## src/rtl/shift_reg_pkg.sv

```systemverilog
// Shared encodings for the universal shift register: mode codes, shift directions
// and the burst controller state type.
package shift_reg_pkg;

  localparam logic [1:0] MODE_HOLD = 2'b00;
  localparam logic [1:0] MODE_LOAD = 2'b01;
  localparam logic [1:0] MODE_SHL  = 2'b10;
  localparam logic [1:0] MODE_SHR  = 2'b11;

  localparam logic DIR_LEFT  = 1'b0;
  localparam logic DIR_RIGHT = 1'b1;

  typedef enum logic [1:0] {
    StIdle  = 2'b00,
    StShift = 2'b01,
    StDone  = 2'b10
  } burst_state_e;

endpackage

```

## src/rtl/univ_shift_reg_if.sv

```systemverilog
// Control/data bundle of univ_shift_reg. The clr member exists only when
// SYNC_CLEAR_EN is defined.
interface univ_shift_reg_if #(
  parameter int unsigned WIDTH = 8
);
  localparam int unsigned CNT_W = $clog2(WIDTH + 1);

  logic             en;
  logic [1:0]       mode;
  logic [WIDTH-1:0] d;
  logic             sin;
  logic             burst_start;
  logic             burst_dir;
  logic [CNT_W-1:0] burst_len;
`ifdef SYNC_CLEAR_EN
  logic             clr;
`endif
  logic [WIDTH-1:0] q;
  logic             sout;
  logic             busy;
  logic             done;

  modport master (
    output en, mode, d, sin, burst_start, burst_dir, burst_len,
`ifdef SYNC_CLEAR_EN
    output clr,
`endif
    input  q, sout, busy, done
  );

  modport slave (
    input  en, mode, d, sin, burst_start, burst_dir, burst_len,
`ifdef SYNC_CLEAR_EN
    input  clr,
`endif
    output q, sout, busy, done
  );

endinterface

```

## src/rtl/shift_burst_ctrl.sv

```systemverilog
// Burst-shift sequencer: IDLE/SHIFT/DONE FSM with a clamped down-counter.
// Issues one shift request per cycle in SHIFT and a one-cycle done afterwards.
module shift_burst_ctrl
  import shift_reg_pkg::*;
#(
  parameter int unsigned WIDTH = 8,
  localparam int unsigned CNT_W = $clog2(WIDTH + 1)
) (
  input  logic             clk,
  input  logic             rst_n,
  input  logic             clr,
  input  logic             burst_start,
  input  logic             burst_dir,
  input  logic [CNT_W-1:0] burst_len,
  output logic             idle,
  output logic             accept,
  output logic             busy,
  output logic             done,
  output logic             shift_req,
  output logic             shift_dir
);

  localparam logic [CNT_W-1:0] MaxLen = CNT_W'(WIDTH);

  burst_state_e     state_q, state_d;
  logic [CNT_W-1:0] cnt_q, cnt_d;
  logic             dir_q, dir_d;
  logic [CNT_W-1:0] len_clamped;

  assign len_clamped = (burst_len > MaxLen) ? MaxLen : burst_len;
  assign shift_dir   = dir_q;

  always_comb begin
    state_d   = state_q;
    cnt_d     = cnt_q;
    dir_d     = dir_q;
    idle      = 1'b0;
    accept    = 1'b0;
    busy      = 1'b0;
    done      = 1'b0;
    shift_req = 1'b0;
    unique case (state_q)
      StIdle: begin
        idle = 1'b1;
        if (burst_start && !clr) begin
          accept  = 1'b1;
          dir_d   = burst_dir;
          cnt_d   = len_clamped;
          state_d = (len_clamped == '0) ? StDone : StShift;
        end
      end
      StShift: begin
        busy      = 1'b1;
        shift_req = !clr;
        cnt_d     = cnt_q - 1'b1;
        if (cnt_q == CNT_W'(1)) state_d = StDone;
      end
      StDone: begin
        done    = 1'b1;
        state_d = StIdle;
      end
      default: state_d = StIdle;
    endcase
    // Clear wins over everything; an aborted burst never reaches DONE.
    if (clr) begin
      state_d = StIdle;
      cnt_d   = '0;
    end
  end

  always_ff @(posedge clk or negedge rst_n) begin
    if (!rst_n) begin
      state_q <= StIdle;
      cnt_q   <= '0;
      dir_q   <= DIR_LEFT;
    end else begin
      state_q <= state_d;
      cnt_q   <= cnt_d;
      dir_q   <= dir_d;
    end
  end

endmodule

```

## src/rtl/univ_shift_reg.sv

```systemverilog
// Universal storage register (hold/load/shift left/shift right) with an autonomous
// burst-shift engine. Define SYNC_CLEAR_EN to add the synchronous clr input.
module univ_shift_reg
  import shift_reg_pkg::*;
#(
  parameter int unsigned WIDTH = 8
) (
  input  logic           clk,
  input  logic           rst_n,
  univ_shift_reg_if.slave bus
);

  logic [WIDTH-1:0] q_q, q_d;
  logic             dir_q, dir_d;
  logic             clr;
  logic             idle, accept, shift_req, shift_dir;
  logic [WIDTH-1:0] q_shl, q_shr;

`ifdef SYNC_CLEAR_EN
  assign clr = bus.clr;
`else
  assign clr = 1'b0;
`endif

  shift_burst_ctrl #(
    .WIDTH(WIDTH)
  ) u_ctrl (
    .clk        (clk),
    .rst_n      (rst_n),
    .clr        (clr),
    .burst_start(bus.burst_start),
    .burst_dir  (bus.burst_dir),
    .burst_len  (bus.burst_len),
    .idle       (idle),
    .accept     (accept),
    .busy       (bus.busy),
    .done       (bus.done),
    .shift_req  (shift_req),
    .shift_dir  (shift_dir)
  );

  assign q_shl = {q_q[WIDTH-2:0], bus.sin};
  assign q_shr = {bus.sin, q_q[WIDTH-1:1]};

  always_comb begin
    q_d   = q_q;
    dir_d = dir_q;
    if (clr) begin
      q_d = '0;
    end else if (shift_req) begin
      q_d = (shift_dir == DIR_LEFT) ? q_shl : q_shr;
    end else if (accept) begin
      // Accept edge only latches direction; data waits for the first shift.
      dir_d = bus.burst_dir;
    end else if (idle && bus.en) begin
      unique case (bus.mode)
        MODE_HOLD: q_d = q_q;
        MODE_LOAD: q_d = bus.d;
        MODE_SHL: begin
          q_d   = q_shl;
          dir_d = DIR_LEFT;
        end
        MODE_SHR: begin
          q_d   = q_shr;
          dir_d = DIR_RIGHT;
        end
      endcase
    end
  end

  always_ff @(posedge clk or negedge rst_n) begin
    if (!rst_n) begin
      q_q   <= '0;
      dir_q <= DIR_LEFT;
    end else begin
      q_q   <= q_d;
      dir_q <= dir_d;
    end
  end

  assign bus.q    = q_q;
  assign bus.sout = (dir_q == DIR_LEFT) ? q_q[WIDTH-1] : q_q[0];

endmodule

```

## src/flat_wrapper.sv

```systemverilog
// flat-port wrapper written by rule: the top's interface ports become plain ports
module univ_shift_reg_flat import shift_reg_pkg::*;
#(
  parameter int unsigned WIDTH = 8
)
  (clk, rst_n, bus_en, bus_mode, bus_d, bus_sin, bus_burst_start, bus_burst_dir, bus_burst_len, bus_q, bus_sout, bus_busy, bus_done);
  univ_shift_reg_if #(.WIDTH(WIDTH)) bus_i ();
  input  logic clk;
  input  logic rst_n;
  input wire logic [$bits(bus_i.en)-1:0] bus_en;
  input wire logic [$bits(bus_i.mode)-1:0] bus_mode;
  input wire logic [$bits(bus_i.d)-1:0] bus_d;
  input wire logic [$bits(bus_i.sin)-1:0] bus_sin;
  input wire logic [$bits(bus_i.burst_start)-1:0] bus_burst_start;
  input wire logic [$bits(bus_i.burst_dir)-1:0] bus_burst_dir;
  input wire logic [$bits(bus_i.burst_len)-1:0] bus_burst_len;
  output wire logic [$bits(bus_i.q)-1:0] bus_q;
  output wire logic [$bits(bus_i.sout)-1:0] bus_sout;
  output wire logic [$bits(bus_i.busy)-1:0] bus_busy;
  output wire logic [$bits(bus_i.done)-1:0] bus_done;
  assign bus_i.en = bus_en;
  assign bus_i.mode = bus_mode;
  assign bus_i.d = bus_d;
  assign bus_i.sin = bus_sin;
  assign bus_i.burst_start = bus_burst_start;
  assign bus_i.burst_dir = bus_burst_dir;
  assign bus_i.burst_len = bus_burst_len;
  assign bus_q = bus_i.q;
  assign bus_sout = bus_i.sout;
  assign bus_busy = bus_i.busy;
  assign bus_done = bus_i.done;
  univ_shift_reg #(.WIDTH(WIDTH)) u_core (.clk(clk), .rst_n(rst_n), .bus(bus_i));
endmodule
```

## config.mk

```make
export PLATFORM = sky130hd
export DESIGN_NAME = univ_shift_reg_flat
export DESIGN_NICKNAME = d
export VERILOG_FILES = /design/src/rtl/shift_reg_pkg.sv /design/src/rtl/univ_shift_reg_if.sv /design/src/rtl/shift_burst_ctrl.sv /design/src/rtl/univ_shift_reg.sv /design/src/flat_wrapper.sv
export SDC_FILE = /design/constraint.sdc
export NUM_CORES = 1
export LEC_CHECK = 0
export CAP_MARGIN = 5
export CORE_MARGIN = 3
export CORE_UTILIZATION = 45
export DETAILED_ROUTE_END_ITERATION = 10
export PLACE_DENSITY = 0.78
export REMOVE_ABC_BUFFERS = 1
export SLEW_MARGIN = 10
export SYNTH_ARGS = -nofsm -noshare
export SYNTH_HDL_FRONTEND = slang
export SYNTH_SLANG_ARGS = --single-unit
```

## constraint.sdc

```tcl
create_clock -name clk -period 1.74 [get_ports clk]
set_clock_uncertainty 0.2 [all_clocks]
set_input_delay 0.348 -clock clk [delete_from_list [all_inputs] [get_ports clk]]
set_output_delay 0.348 -clock clk [all_outputs]
set_load 0.02 [all_outputs]
```

==> summary.txt, run 1 <==
Outcome
  – Outcome: finished, final reports clean

Pwr
  – P_sw: 1.21 mW
  – Sw Share: 0.404
  – P_int: 1.78 mW
  – Power share of the combinational group: 0.666
  – Pleak: 0.757 nW
  – Tot Pwr: 2.98 mW
  – Pwr Density: 1870 nW/µm²
  – Clock network fraction of total power: 0.085
  – Sequential fraction of design power: 0.249
  – Worst VDD drop: 1.60 mV

GRT
  – Global-route usage over all layers: 0.189
  – Largest net degree at the start of global routing: 22
  – Global-route wire length before repair: 4720 µm
  – Overflow after GRT: 0
  – Vias in the first global route: 1068
  – Initial antenna violation count: 0

Yosys
  – Synthesized flop and latch total: 16
  – Sequential-to-total area share from yosys stat: 0.353
  – Syn Area/Cell: 10.3 µm²
  – Synthesized instance count: 110
  – Netlist cell types: 31
  – Yosys Warn Count: 0
  – Syn Std Cell Area: 1130 µm²

Placement
  – HPWL Detailed: 2020 µm
  – Port bufs: 30
  – Placed Area: 1580 µm²
  – Placer congestion estimate: 0.745

Clocking
  – Post-cts repair resize count: 18
  – Setup Fix Bufs, Post-CTS: 0
  – CTS H-tree depth: 1
  – CTS Hold Buffers Added: 0
  – Worst-skew pair later-pin latency: 0.29 ns
  – Num CTS Buffers: 3
  – Clock-pin slew of the registers on the worst-case setup and hold paths: 0.10 ns
  – Root buffer cell: clkbuf_4
  – CTS tree: built
  – Maximum root-to-sink buffer count: 2
  – Clock Sinks: 16

STA
  – Part of the cycle the worst path needs: 0.974
  – Slew Viols, Final: 0
  – Hold Vio Cnt, Final: 0
  – Final period demand of the worst path: 1.69 ns
  – Slew Limit Headroom: 0.679
  – Measured slew at the worst slew-check pin: 0.482 ns
  – Fmax: 590 MHz
  – Final setup viols: 0

Floorplan
  – Die Ht: 56.2 µm
  – Die W: 56.2 µm
  – Core box area: 2300 µm²
  – Row count: 17
  – Die ar.: 3160 µm²
  – Num ports: 31
  – Initial Util: 0.494

Setup path
  – Worst Setup SP: u_core.bus.q[7]
  – CP Launch Type: flip-flop
  – Worst EP required: 1.19 ns
  – R2r endpoint: u_core.u_ctrl.shift_dir
  – CP arrival: 1.15 ns
  – Worst R2R Start: u_core.u_ctrl.state_q[1]
  – WS Path Type: flip-flop to primary output
  – CP Capture Type: primary output
  – Reg2reg path depth: 3
  – Largest fanout on the critical path: 4
  – Flop-to-flop setup slack: 0.12 ns

Cells and area
  – Most frequent cells in the layout: 18 x clkdlybuf4s50_1, 17 x mux2i_1, 17 x buf_4, 16 x dfrtp_1
  – Nets@finish: 179
  – Final core occ: 0.696
  – Share of layout cells above drive strength 1: 0.263
  – Inserted Diodes: 0
  – Layout area overhead: 40.9%
  – Post-route cell area: 1600 µm²
  – Commonest non-fill, non-tap cell in the layout: clkdlybuf4s50_1

Detailed routing
  – Via count: 1015
  – Via/cell ratio: 5.52
  – Drt pass-1 iters: 4
  – DR DRC count: 0
  – Drt wl/cell: 14.8 µm
  – Antenna Nets Post-Route: 0
  – WL final: 2720 µm
  – DRT iter0 DRCs: 10

Job
  – Max cap viols: 0

Min path
  – Min-Delay Path Class: input port to asynchronous set/reset pin
==> synthesized netlist by cell type, drive strengths merged <==
cell	instances	area share
mux2i	17	0.15
dfrtp	16	0.35
o21ai	12	0.053
mux2	10	0.13
and2	8	0.044
o22ai	8	0.044
buf	5	0.033
inv	5	0.017
nand2	4	0.013
nor2	4	0.015
a21oi	3	0.023
a31oi	2	0.011
a32oi	2	0.015
ha	2	0.022
nand3	2	0.0088
nor3b	2	0.018
clkbuf	1	0.0044
nand2b	1	0.0055
nor2b	1	0.0055
nor3	1	0.0044
nor4	1	0.0055
o211ai	1	0.011
o21a	1	0.0066
or3b	1	0.0077
==> power groups by stage <==
stage	Combinational [mW]	Sequential, mW	Clock [mW]
after floorplan	1.05	0.903	0
after global placement	1.99	0.738	0
after detailed placement	2.05	0.747	0
after CTS	1.97	0.740	0.263
after global routing	2.16	0.774	0.279
final	1.99	0.742	0.254
==> worst max path at each step <==
stage	slack (ns)	depth (start not counted)	end
floorplan	0.06	5	u_core.u_ctrl.cnt_q[2]
global placement	-0.33	6	u_core.bus.q[1]
detailed placement	-0.35	6	u_core.bus.q[3]
CTS	0.003	2	bus_done
global route	-0.003	2	bus_q[7]
finish	0.05	2	bus_q[7]
==> per-stage QoR <==
step / hold WS, ns / TNS (ns) / cells / setup slack, ns
2_1_floorplan: -0.148 / 0 / 104 / 0.0624
3_3_place_gp: 0.296 / -4.20 / 180 / -0.331
3_5_place_dp: 0.296 / -4.42 / 180 / -0.348
4_1_cts: 0.173 / 0 / 184 / 0.00280
5_1_grt: 0.165 / -0.00257 / 184 / -0.00257
6_report: 0.168 / 0 / 184 / 0.0451
==> layout make-up <==
type                       instances  area (µm²)
fill                             201         698
multi-input combinational         83         679
timing repair buffer              48         429
sequential                        16         400
clock buffer                       4        36.3
tap                               28        35.0
inverter                           5        18.8
==> critical path, cell delays in order (launching register included) <==
cell and delay, ns:
dfrtp_1 0.39, buf_4 0.15, dlygate4sd2_1 0.31
==> sequential cells by signal, summed over array words and instances (netlist names) <==
signal	flops
u_core.u_ctrl.shift_dir	1
u_core.u_ctrl.cnt_q	4
u_core.dir_q	1
u_core.bus.q	8
u_core.u_ctrl.state_q	2
==> cells by family (layout without fill, tap and decap cells) <==
logic type,after synthesis,count (layout),synth area share
multiplexers,27,27,0.279
adder cells (fa/ha/maj),2,2,0.0220
buffers and inverters,11,57,0.0540
AND/OR/NAND/NOR,25,25,0.128
AO/OA/AOI/OAI,29,29,0.164
flip-flops,16,16,0.353
==> routing by layer <==
layer	up-vias	part of all wire	track usage
met2	30	0.51	0.347
met4	0	0.013	0.0746
met3	5	0.049	0.0441
met5	-	0	0
met1	483	0.43	0.205
li1	497	-	-
Note: power is estimated with default switching activity, not from simulation.
==> run 2, diff against run 1 <==
--- a/config.mk
+++ b/config.mk
@@ -9,7 +9,7 @@
 export CORE_MARGIN = 3
 export CORE_UTILIZATION = 45
 export DETAILED_ROUTE_END_ITERATION = 10
-export PLACE_DENSITY = 0.78
+export PLACE_DENSITY = 0.85
 export REMOVE_ABC_BUFFERS = 1
 export SLEW_MARGIN = 10
 export SYNTH_ARGS = -nofsm -noshare
==> constraint.sdc (replaced) <==
create_clock -name clk -period 1.6 [get_ports clk]
set_clock_uncertainty 0.2 [all_clocks]
set_input_delay 0.32 -clock clk [delete_from_list [all_inputs] [get_ports clk]]
set_output_delay 0.32 -clock clk [all_outputs]
set_load 0.02 [all_outputs]
==> summary.txt, run 2 (synthesis gave the netlist of run 1 again) <==
Outcome
  – Outcome: finished, violations left
  – Failing checks: negative setup slack

STA
  – Hold Vio Cnt, Final: 0
  – Fmax: 607 MHz
  – Part of the cycle the worst path needs: 1.03
  – Slew Limit Headroom: 0.771
  – Final setup viols: 2
  – Final period demand of the worst path: 1.65 ns
  – TNS Setup: -0.0692 ns
  – Final worst slack: -0.0481 ns
  – RSZ-0062 raised after global routing: true
  – Slew Viols, Final: 0
  – Measured slew at the worst slew-check pin: 0.340 ns

GRT
  – Met2 Track Usage GR: 0.367
  – Largest net degree at the start of global routing: 22
  – Global-route wire length before repair: 5020 µm
  – Met3 track utilization from global routing: 0.0464
  – Global-route usage over all layers: 0.197
  – Overflow after GRT: 0
  – Initial antenna violation count: 0
  – Vias in the first global route: 1128
  – Busiest grt layer: met2
  – GR Layer Usage met1: 0.224

Cells and area
  – Multi-input gate area: 698 µm²
  – Inserted Diodes: 0
  – Nets@finish: 185
  – Layout area overhead: 47.2%
  – Max FFs per register: 8
  – FF/Latch Area: 403 µm²
  – Share of layout cells above drive strength 1: 0.329
  – Final core occ: 0.727
  – Most frequent cells in the layout: 19 x buf_4, 17 x mux2i_1, 17 x clkdlybuf4s50_1, 14 x dfrtp_1, 11 x o21ai_1
  – Commonest non-fill, non-tap cell in the layout: buf_4
  – Fillcell total: 184

Pwr
  – Pleak: 0.787 nW
  – Pwr Density: 2050 nW/µm²
  – Worst VDD drop: 1.58 mV

Setup path
  – Largest fanout on the critical path: 2
  – Critical-path cell list: mux2_4 > buf_6
  – Slowest stage delay, CP: 0.41 ns
  – Top delay family on crit path: flip-flops
  – CP Capture Type: primary output
  – CP Launch Type: flip-flop
  – Worst EP required: 1.08 ns
  – WS Path Type: flip-flop to primary output
  – Critical path buffers and inverters: 1
  – CP max-delay cell: dfrtp_1
  – CP arrival: 1.13 ns
  – Flop-to-flop setup slack: -0.02 ns

Job
  – Max cap viols: 0

Placement
  – Port bufs: 30
  – HPWL Detailed: 2140 µm
  – Placer congestion estimate: 0.777

Detailed routing
  – Antenna Nets Post-Route: 0
  – DR DRC count: 0
  – Drt wl/cell: 16.2 µm
  – DRT iter0 DRCs: 23
  – Drt pass-1 iters: 4
  – Via count: 1046
  – Via/cell ratio: 5.53
  – WL final: 3060 µm

Floorplan
  – Die W: 56.2 µm
  – Die Ht: 56.2 µm
  – Initial Util: 0.494
  – Die ar.: 3160 µm²
  – Core box area: 2300 µm²
  – Num ports: 31
  – Row count: 17

Clocking
  – Root buffer cell: clkbuf_4
  – CTS Hold Buffers Added: 0
  – Num CTS Buffers: 3
  – CTS tree: built
  – Worst-skew pair later-pin latency: 0.28 ns
  – CTS H-tree depth: 1
  – Maximum root-to-sink buffer count: 2
  – Clock-pin slew of the registers on the worst-case setup and hold paths: 0.09 ns
  – Clock Sinks: 16

Min path
  – Min-Delay Path Class: input port to asynchronous set/reset pin
-- run 2: cell count changes in the layout (fill, tap and decap cells not counted), sizes merged --
cell / delta
dlygate4sd2: -1
clkdlybuf4s50: -1
clkbuf: -2
buf: +9
-- run 2: what timing repair did --
item	CTS	global route
endpoints found under the setup margin	25	17
pin swaps	2	2
gates resized for setup	34	14
buffers inserted	2	2
-- run 2: per-stage QoR --
stage	hold WS, ns	area [µm²]	worst slack [ns]	total power, mW	instances
floorplan	-0.176	1090	-0.0776	2.12	104
global placement	0.290	1600	-0.460	2.99	183
detailed placement	0.294	1600	-0.526	3.08	183
CTS	0.167	1630	-0.0726	3.27	187
global route	0.189	1670	-0.102	3.66	189
finish	0.159	1670	-0.0481	3.42	189
-- run 2: cell type report --
type	count	share of cell area
well taps	28	0.0210
clock buffers	3	0.0135
flip-flops and latches	16	0.241
repair buffers	54	0.295
inverters	5	0.0112
multi-input cells	83	0.418
-- run 2: path summary, 6_finish.rpt --
check                                         startpoint  cells after the start                  endpoint
worst max-delay path                        u_core.dir_q                      2                  bus_sout
worst min-delay path                               rst_n                      2           u_core.bus.q[2]
worst max register to register  u_core.u_ctrl.state_q[1]                      3   u_core.u_ctrl.shift_dir
worst min register to register    u_core.u_ctrl.cnt_q[2]                      1    u_core.u_ctrl.cnt_q[2]
max in group asynchronous                          rst_n                      2   u_core.u_ctrl.shift_dir
min in group clk                         bus_burst_start                      3  u_core.u_ctrl.state_q[0]
-- run 2: layer usage --
metal / wire length (µm) / up-vias
li1: - / 507
met1: 1290 / 506
met2: 1600 / 31
met3: 153 / 2
met4: 17 / 0
met5: 0 / -
-- run 2: where the power goes --
part           internal, mW  switching (mW)
combinational          1.31            1.06
clock                0.0873           0.128
sequential            0.621           0.211
total                  2.02            1.40
-- run 2: worst reg2reg max path: stages (launching register included) --
cell and delay [ns]:
dfrtp_1 0.41, buf_6 0.13, or3b_4 0.44, mux2_4 0.33
